[src/rtl/cpu_memory.sv]
`default_nettype none
// ============================================================================
// Module      : cpu_memory
// Description : Memory stage of the CPU pipeline. Forwards execute results to
//               write-back and performs byte/short/long loads and stores on a
//               single-outstanding data bus with big-endian lane mapping,
//               misalignment detection and an ack timeout.
// Revision    : 1.0 - initial release
// ----------------------------------------------------------------------------
// Ports
//   clk_i, rst_i                 clock; asynchronous active-high reset
//   mem_op_i[2:0]                000/100 none, 001/010/011 ld.b/s/l,
//                                101/110/111 st.b/s/l
//   result_i[31:0]               execute result / effective address
//   store_data_i[31:0]           right-justified store data
//   register_write_enable_i      execute write enable
//   register_write_index_i[3:0]  destination register
//   register_write_enable_o      registered write-back enable
//   register_write_index_o[3:0]  registered write-back index
//   result_o[31:0]               registered write-back data
//   stall_o                      combinational hold request upstream
//   dmem_*_o                     registered data-bus request
//   dmem_dat_i, dmem_ack_i       data-bus returns
//   misalign_o, bus_error_o      one-cycle fault pulses
// ============================================================================
module cpu_memory #(
  parameter int ACK_TIMEOUT = 15
) (
  input  logic        clk_i,
  input  logic        rst_i,
  input  logic [2:0]  mem_op_i,
  input  logic [31:0] result_i,
  input  logic [31:0] store_data_i,
  input  logic        register_write_enable_i,
  input  logic [3:0]  register_write_index_i,
  output logic        register_write_enable_o,
  output logic [3:0]  register_write_index_o,
  output logic [31:0] result_o,
  output logic        stall_o,
  output logic [31:0] dmem_adr_o,
  output logic [31:0] dmem_dat_o,
  output logic [3:0]  dmem_sel_o,
  output logic        dmem_we_o,
  output logic        dmem_cyc_o,
  output logic        dmem_stb_o,
  input  logic [31:0] dmem_dat_i,
  input  logic        dmem_ack_i,
  output logic        misalign_o,
  output logic        bus_error_o
);

  typedef enum logic [0:0] {
    ST_IDLE = 1'b0,
    ST_BUS  = 1'b1
  } state_t;

  // Counter value of the last BUS cycle allowed before the access is aborted.
  localparam logic [7:0] c_timeout_last = 8'(ACK_TIMEOUT - 1);

  state_t      r_state, w_state_next;
  logic [7:0]  r_cnt, w_cnt_next;

  logic        w_is_mem, w_misaligned, w_stall;
  logic [3:0]  w_sel;
  logic [31:0] w_store_lanes, w_load_lane;

  logic        w_wen_next, w_misalign_next, w_berr_next;
  logic [3:0]  w_widx_next, w_sel_next;
  logic [31:0] w_result_next, w_adr_next, w_dat_next;
  logic        w_we_next, w_cyc_next, w_stb_next;

  // Size lives in mem_op_i[1:0]; 00 means no memory access regardless of bit 2.
  assign w_is_mem     = (mem_op_i[1:0] != 2'b00);
  assign w_misaligned = ((mem_op_i[1:0] == 2'b10) && result_i[0]) ||
                        ((mem_op_i[1:0] == 2'b11) && (result_i[1:0] != 2'b00));

  // Big-endian lane select and store replication for the op in IDLE.
  always_comb begin
    w_sel         = 4'b1111;
    w_store_lanes = store_data_i;
    case (mem_op_i[1:0])
      2'b01: begin
        w_sel         = 4'b1000 >> result_i[1:0];
        w_store_lanes = {4{store_data_i[7:0]}};
      end
      2'b10: begin
        w_sel         = result_i[1] ? 4'b0011 : 4'b1100;
        w_store_lanes = {2{store_data_i[15:0]}};
      end
      default: ;
    endcase
  end

  // The registered byte select fully describes size and offset of the
  // outstanding load, so no separate copy of the op is kept.
  always_comb begin
    w_load_lane = dmem_dat_i;
    case (dmem_sel_o)
      4'b1000: w_load_lane = {24'h0, dmem_dat_i[31:24]};
      4'b0100: w_load_lane = {24'h0, dmem_dat_i[23:16]};
      4'b0010: w_load_lane = {24'h0, dmem_dat_i[15:8]};
      4'b0001: w_load_lane = {24'h0, dmem_dat_i[7:0]};
      4'b1100: w_load_lane = {16'h0, dmem_dat_i[31:16]};
      4'b0011: w_load_lane = {16'h0, dmem_dat_i[15:0]};
      default: ;
    endcase
  end

  // Next-state and next-output logic.
  always_comb begin
    w_state_next    = r_state;
    w_cnt_next      = r_cnt;
    w_stall         = 1'b0;
    w_wen_next      = 1'b0;
    w_widx_next     = register_write_index_o;
    w_result_next   = result_o;
    w_misalign_next = 1'b0;
    w_berr_next     = 1'b0;
    w_adr_next      = dmem_adr_o;
    w_dat_next      = dmem_dat_o;
    w_sel_next      = dmem_sel_o;
    w_we_next       = dmem_we_o;
    w_cyc_next      = dmem_cyc_o;
    w_stb_next      = dmem_stb_o;
    case (r_state)
      ST_IDLE: begin
        if (!w_is_mem) begin
          w_result_next = result_i;
          w_wen_next    = register_write_enable_i;
          w_widx_next   = register_write_index_i;
        end else if (w_misaligned) begin
          w_misalign_next = 1'b1;
        end else begin
          w_stall      = 1'b1;
          w_state_next = ST_BUS;
          w_cnt_next   = 8'd0;
          w_adr_next   = {result_i[31:2], 2'b00};
          w_dat_next   = w_store_lanes;
          w_sel_next   = w_sel;
          w_we_next    = mem_op_i[2];
          w_cyc_next   = 1'b1;
          w_stb_next   = 1'b1;
        end
      end
      ST_BUS: begin
        // Ack is checked first so it wins over a timeout in the same cycle.
        if (dmem_ack_i) begin
          w_state_next = ST_IDLE;
          w_cyc_next   = 1'b0;
          w_stb_next   = 1'b0;
          w_we_next    = 1'b0;
          if (!dmem_we_o) begin
            w_result_next = w_load_lane;
            w_wen_next    = 1'b1;
            w_widx_next   = register_write_index_i;
          end
        end else begin
          w_stall = 1'b1;
          if (r_cnt == c_timeout_last) begin
            w_state_next = ST_IDLE;
            w_cyc_next   = 1'b0;
            w_stb_next   = 1'b0;
            w_we_next    = 1'b0;
            w_berr_next  = 1'b1;
          end else begin
            w_cnt_next = r_cnt + 8'd1;
          end
        end
      end
      default: w_state_next = ST_IDLE;
    endcase
  end

  // Reset gates the stall so upstream is released while reset is held.
  assign stall_o = w_stall & ~rst_i;

  always_ff @(posedge clk_i or posedge rst_i) begin
    if (rst_i) begin
      r_state                 <= ST_IDLE;
      r_cnt                   <= 8'd0;
      register_write_enable_o <= 1'b0;
      register_write_index_o  <= 4'd0;
      result_o                <= 32'd0;
      misalign_o              <= 1'b0;
      bus_error_o             <= 1'b0;
      dmem_adr_o              <= 32'd0;
      dmem_dat_o              <= 32'd0;
      dmem_sel_o              <= 4'd0;
      dmem_we_o               <= 1'b0;
      dmem_cyc_o              <= 1'b0;
      dmem_stb_o              <= 1'b0;
    end else begin
      r_state                 <= w_state_next;
      r_cnt                   <= w_cnt_next;
      register_write_enable_o <= w_wen_next;
      register_write_index_o  <= w_widx_next;
      result_o                <= w_result_next;
      misalign_o              <= w_misalign_next;
      bus_error_o             <= w_berr_next;
      dmem_adr_o              <= w_adr_next;
      dmem_dat_o              <= w_dat_next;
      dmem_sel_o              <= w_sel_next;
      dmem_we_o               <= w_we_next;
      dmem_cyc_o              <= w_cyc_next;
      dmem_stb_o              <= w_stb_next;
    end
  end

endmodule
`default_nettype wire

[config.mk]
export PLATFORM = sky130hd
export DESIGN_NAME = cpu_memory
export DESIGN_NICKNAME = d
export VERILOG_FILES = /design/src/rtl/cpu_memory.sv
export SDC_FILE = /design/constraint.sdc
export NUM_CORES = 1
export LEC_CHECK = 0
export BUFFER_PORTS_ARGS = -buffer_cell sky130_fd_sc_hd__buf_2
export CAP_MARGIN = 10
export CORE_MARGIN = 1.5
export CORE_UTILIZATION = 34
export CTS_BUF_LIST = sky130_fd_sc_hd__clkbuf_8 sky130_fd_sc_hd__clkbuf_16
export DETAILED_ROUTE_END_ITERATION = 8
export GPL_ROUTABILITY_DRIVEN = 0
export HOLD_SLACK_MARGIN = 0.08
export PLACE_DENSITY_LB_ADDON = 0.2
export SLEW_MARGIN = 5
export SYNTH_ARGS = -nofsm -noshare
export SYNTH_HDL_FRONTEND = slang
export SYNTH_SLANG_ARGS = --single-unit
[constraint.sdc]
create_clock -name clk_i -period 10.82 [get_ports clk_i]
set_clock_uncertainty 0.1 [all_clocks]
set_input_delay 2.705 -clock clk_i [delete_from_list [all_inputs] [get_ports clk_i]]
set_output_delay 2.705 -clock clk_i [all_outputs]
set_load 0.01 [all_outputs]
==> reports/results.txt <==
Status: completed
Bufs and invs on worst path: 3
Clock Latency Late Sink: 0.41 ns
Design Area, Final: 7340 µm²
Post-DP HPWL: 12800 µm
Startpoint class of the critical path: input pin
Worst hold start: register_write_index_o[0]
Die ar.: 17200 µm²
WP depth: 7
Slowest-stage cell, CP: a2111o_2
Largest area contributor in the netlist: dfrtp_1
Post-CTS sizing: 0
Area Overhead vs Synth: 31.6%
Hold Path Depth: 2
Proportion of synthesized area in mux cells: 0.00180
Largest net degree at the start of global routing: 77
Post-DP Area: 6740 µm²
Clock transition at path regs: 0.05 ns
Die Wd: 131 µm
Post-synthesis xor/xnor area fraction: 0.00629
EDFF count, synth: 0
Crit path max-delay family: compound AO/OA/AOI/OAI gates
DRT Pass-1 Iters: 5
Drt total wl: 18000 µm
Port-buffer cells: 215
Vias in the first global route: 5024
CTS tree: yes
Ys Warns: 0
Worst setup path startpoint: mem_op_i[0]
Yosys cell types: 51
Fin. Hold Viols: 0
Worst Setup End Kind: output pin
Cell Area, Synth: 5570 µm²
Vias per inst: 5.16
TNS Setup: 0 ns
Worst vdd ir: 0.109 mV
Adder-cell share of the synthesized area: 0.0135
Path depth of the worst reg2reg path: 6
Max-Cap Viols: 0
Share of the synthesized area in the top cell type: 0.521
Fin Hold WS: 0.361 ns
Root buf cell: clkbuf_16
First-pass GRT wire length: 27300 µm
Clock power frac: 0.302
CTS Buffer Depth: 2
Hold buffers post-CTS: 0
Simple-Gate Fraction of Synth Area: 0.214
P_sw: 674 µW
CTS Buf Count: 17
Static Leak: 3.63 nW
Share of power burned in registers: 0.368
Slew Limit Fails: 0
Crit path max fanout: 13
Routed Antenna Nets: 0
Nets: 905
Worst-Margin Slew: 1.15 ns
CP peak stage delay: 0.49 ns
Setup slack, reg-to-reg: 8.47 ns
Seq/Total Area, Yosys: 0.521
Achievable Freq: 140 MHz
Period Utilization, post-route: 0.659
DR vias: 5275
Power Density: 256 nW/µm²
Final setup viols: 0
Post-route minimum period: 7.13 ns
Share of layout cells above drive strength 1: 0.350
# clock sinks: 116
Post-synthesis compound-gate area fraction: 0.188
Routed wire per std cell: 17.6 µm
Dominant cells by area after synthesis: dfrtp_1 52%, nand2_1 11%, nor2_1 4.8%
GRT overflow: 0
Reg2Reg Launch Point: r_state
Die Y: 131 µm
Ys async rst share: 1.00
Initial DRC Count: 320
Fillcell total: 1617
Internal power: 1.20 mW
Worst min path class: reg -> reg
Overall Power: 1.87 mW
CP cell instances: buf_2 > inv_1 > ha_1 > o21a_1 > a2111o_2 > a21oi_1 > buf_2
Initial Utilization: 0.350
Initial antenna violation count: 1
WP data required: 8.02 ns
GRT Util Overall: 0.210
Critical Path Most Common Cell: buf_2
Number of setup buffers added after CTS: 0
FP Rows: 46
Seq cells post-synth: 116
Largest family of logic cells by synthesized area: simple AND/OR/NAND/NOR gates
Ys flop type: dfrtp_1
Syn avg cell area: 9.33 µm²
Worst path arrival time: 4.32 ns
DRC Markers: 0
Critical path class: in -> out
CORE AREA: 15900 µm²
Comb power frac: 0.330
Switching portion of total power: 0.360
Cell count after synthesis: 597
# H-tree levels: 4
RSZ-0062 raised after global routing: false
Slew headroom: 0.228
I/O pin count: 218
-- power groups by stage --
stage	combinational, mW	sequential (mW)	clock (mW)
2_1_floorplan	0.310	0.751	0
3_3_place_gp	0.614	0.690	0
3_5_place_dp	0.626	0.694	0
4_1_cts	0.627	0.690	0.578
5_1_grt	0.688	0.711	0.597
6_report	0.618	0.690	0.567
-- tightest hold or removal path, delay by kind of cell (launching register included) --
family	cells	cell delay [ns]
flip-flops	1	0.33
AND/OR/NAND/NOR	2	0.10
-- layout by cell type, fill, tap and decap left out, types with 3 or more instances in the layout --
master	n
a21oi_1	11
a221o_1	8
a221oi_1	22
a221oi_2	10
a22o_1	6
a31oi_1	3
a32oi_1	8
buf_2	215
buf_4	6
bufinv_16	3
clkbuf_16	17
clkinv_2	5
dfrtp_1	116
ha_1	6
inv_1	11
nand2_1	165
nand3_1	14
nand4_1	6
nor2_1	72
nor2_2	10
nor3_1	3
o211ai_1	20
o21ai_0	21
o22ai_1	3
o31ai_1	4
xnor2_1	3
-- registers in the layout (all words and copies together) (netlist names), 4 cells and up --
signal and cells:
register_write_index_o 4, dmem_sel_o 4, result_o 32, dmem_dat_o 32, dmem_adr_o 30, r_cnt 8
-- final timing paths --
path                                             end
max                                          stall_o
min                        register_write_index_o[0]
max reg2reg                              result_o[4]
min reg2reg                register_write_index_o[0]
max in group asynchronous             dmem_adr_o[13]
min in group asynchronous              dmem_adr_o[6]
-- stage by stage --
stage	utilization	setup slack [ns]	std cells
CTS	0.460	3.70	1021
global route	0.460	3.59	1022
detailed placement	0.423	3.70	989
floorplan	-	3.84	598
finish	0.460	3.69	1022
global placement	0.423	3.72	989
-- Yosys cell counts (all sizes together) (2+ instances only) --
| cell type | number |
|---|---|
| nand3b | 2 |
| nand4 | 6 |
| o211ai | 20 |
| o31ai | 5 |
| a22o | 6 |
| o22ai | 3 |
| inv | 10 |
| ha | 6 |
| a41o | 2 |
| a221oi | 32 |
| a221o | 8 |
| o21a | 2 |
| nor4b | 2 |
| a31oi | 3 |
| or4b | 2 |
| a21oi | 12 |
| nor2b | 2 |
| buf | 30 |
| a32oi | 8 |
| nor4 | 2 |
| nor2 | 82 |
| dfrtp | 116 |
| o21ai | 22 |
| nand3 | 14 |
| clkbuf | 16 |
| xnor2 | 3 |
| nand2 | 165 |
| nor3 | 3 |
| nand2b | 2 |
-- cell families (layout without fill, tap and decap cells) --
family | Yosys count | after routing
mux | 1 | 1
xor+xnor | 4 | 4
other cells | 1 | 3
simple gates | 284 | 284
buf+inv | 57 | 264
flops | 116 | 116
compound gates | 128 | 128
fa+ha+maj | 6 | 6
-- cell type report --
type | count | area [µm²] | area share
antenna | 1 | 2.50 | 0.000341
clock buffer | 19 | 453 | 0.0617
clock inverter | 13 | 141 | 0.0193
inverter | 11 | 43.8 | 0.00597
multi-input combinational | 425 | 2400 | 0.327
sequential | 116 | 2900 | 0.396
tap | 216 | 270 | 0.0368
timing repair buffer | 221 | 1120 | 0.153
-- layer usage --
layer  routed length (µm)  global-route usage  vias to the layer above
met5                    0                   0                        -
met4                  277              0.0679                        0
met3                 1580              0.0664                       20
met2                 8480               0.338                      233
met1                 7680               0.270                     2543
li1                     -                   -                     2479
(Power assumes the default switching activity.)
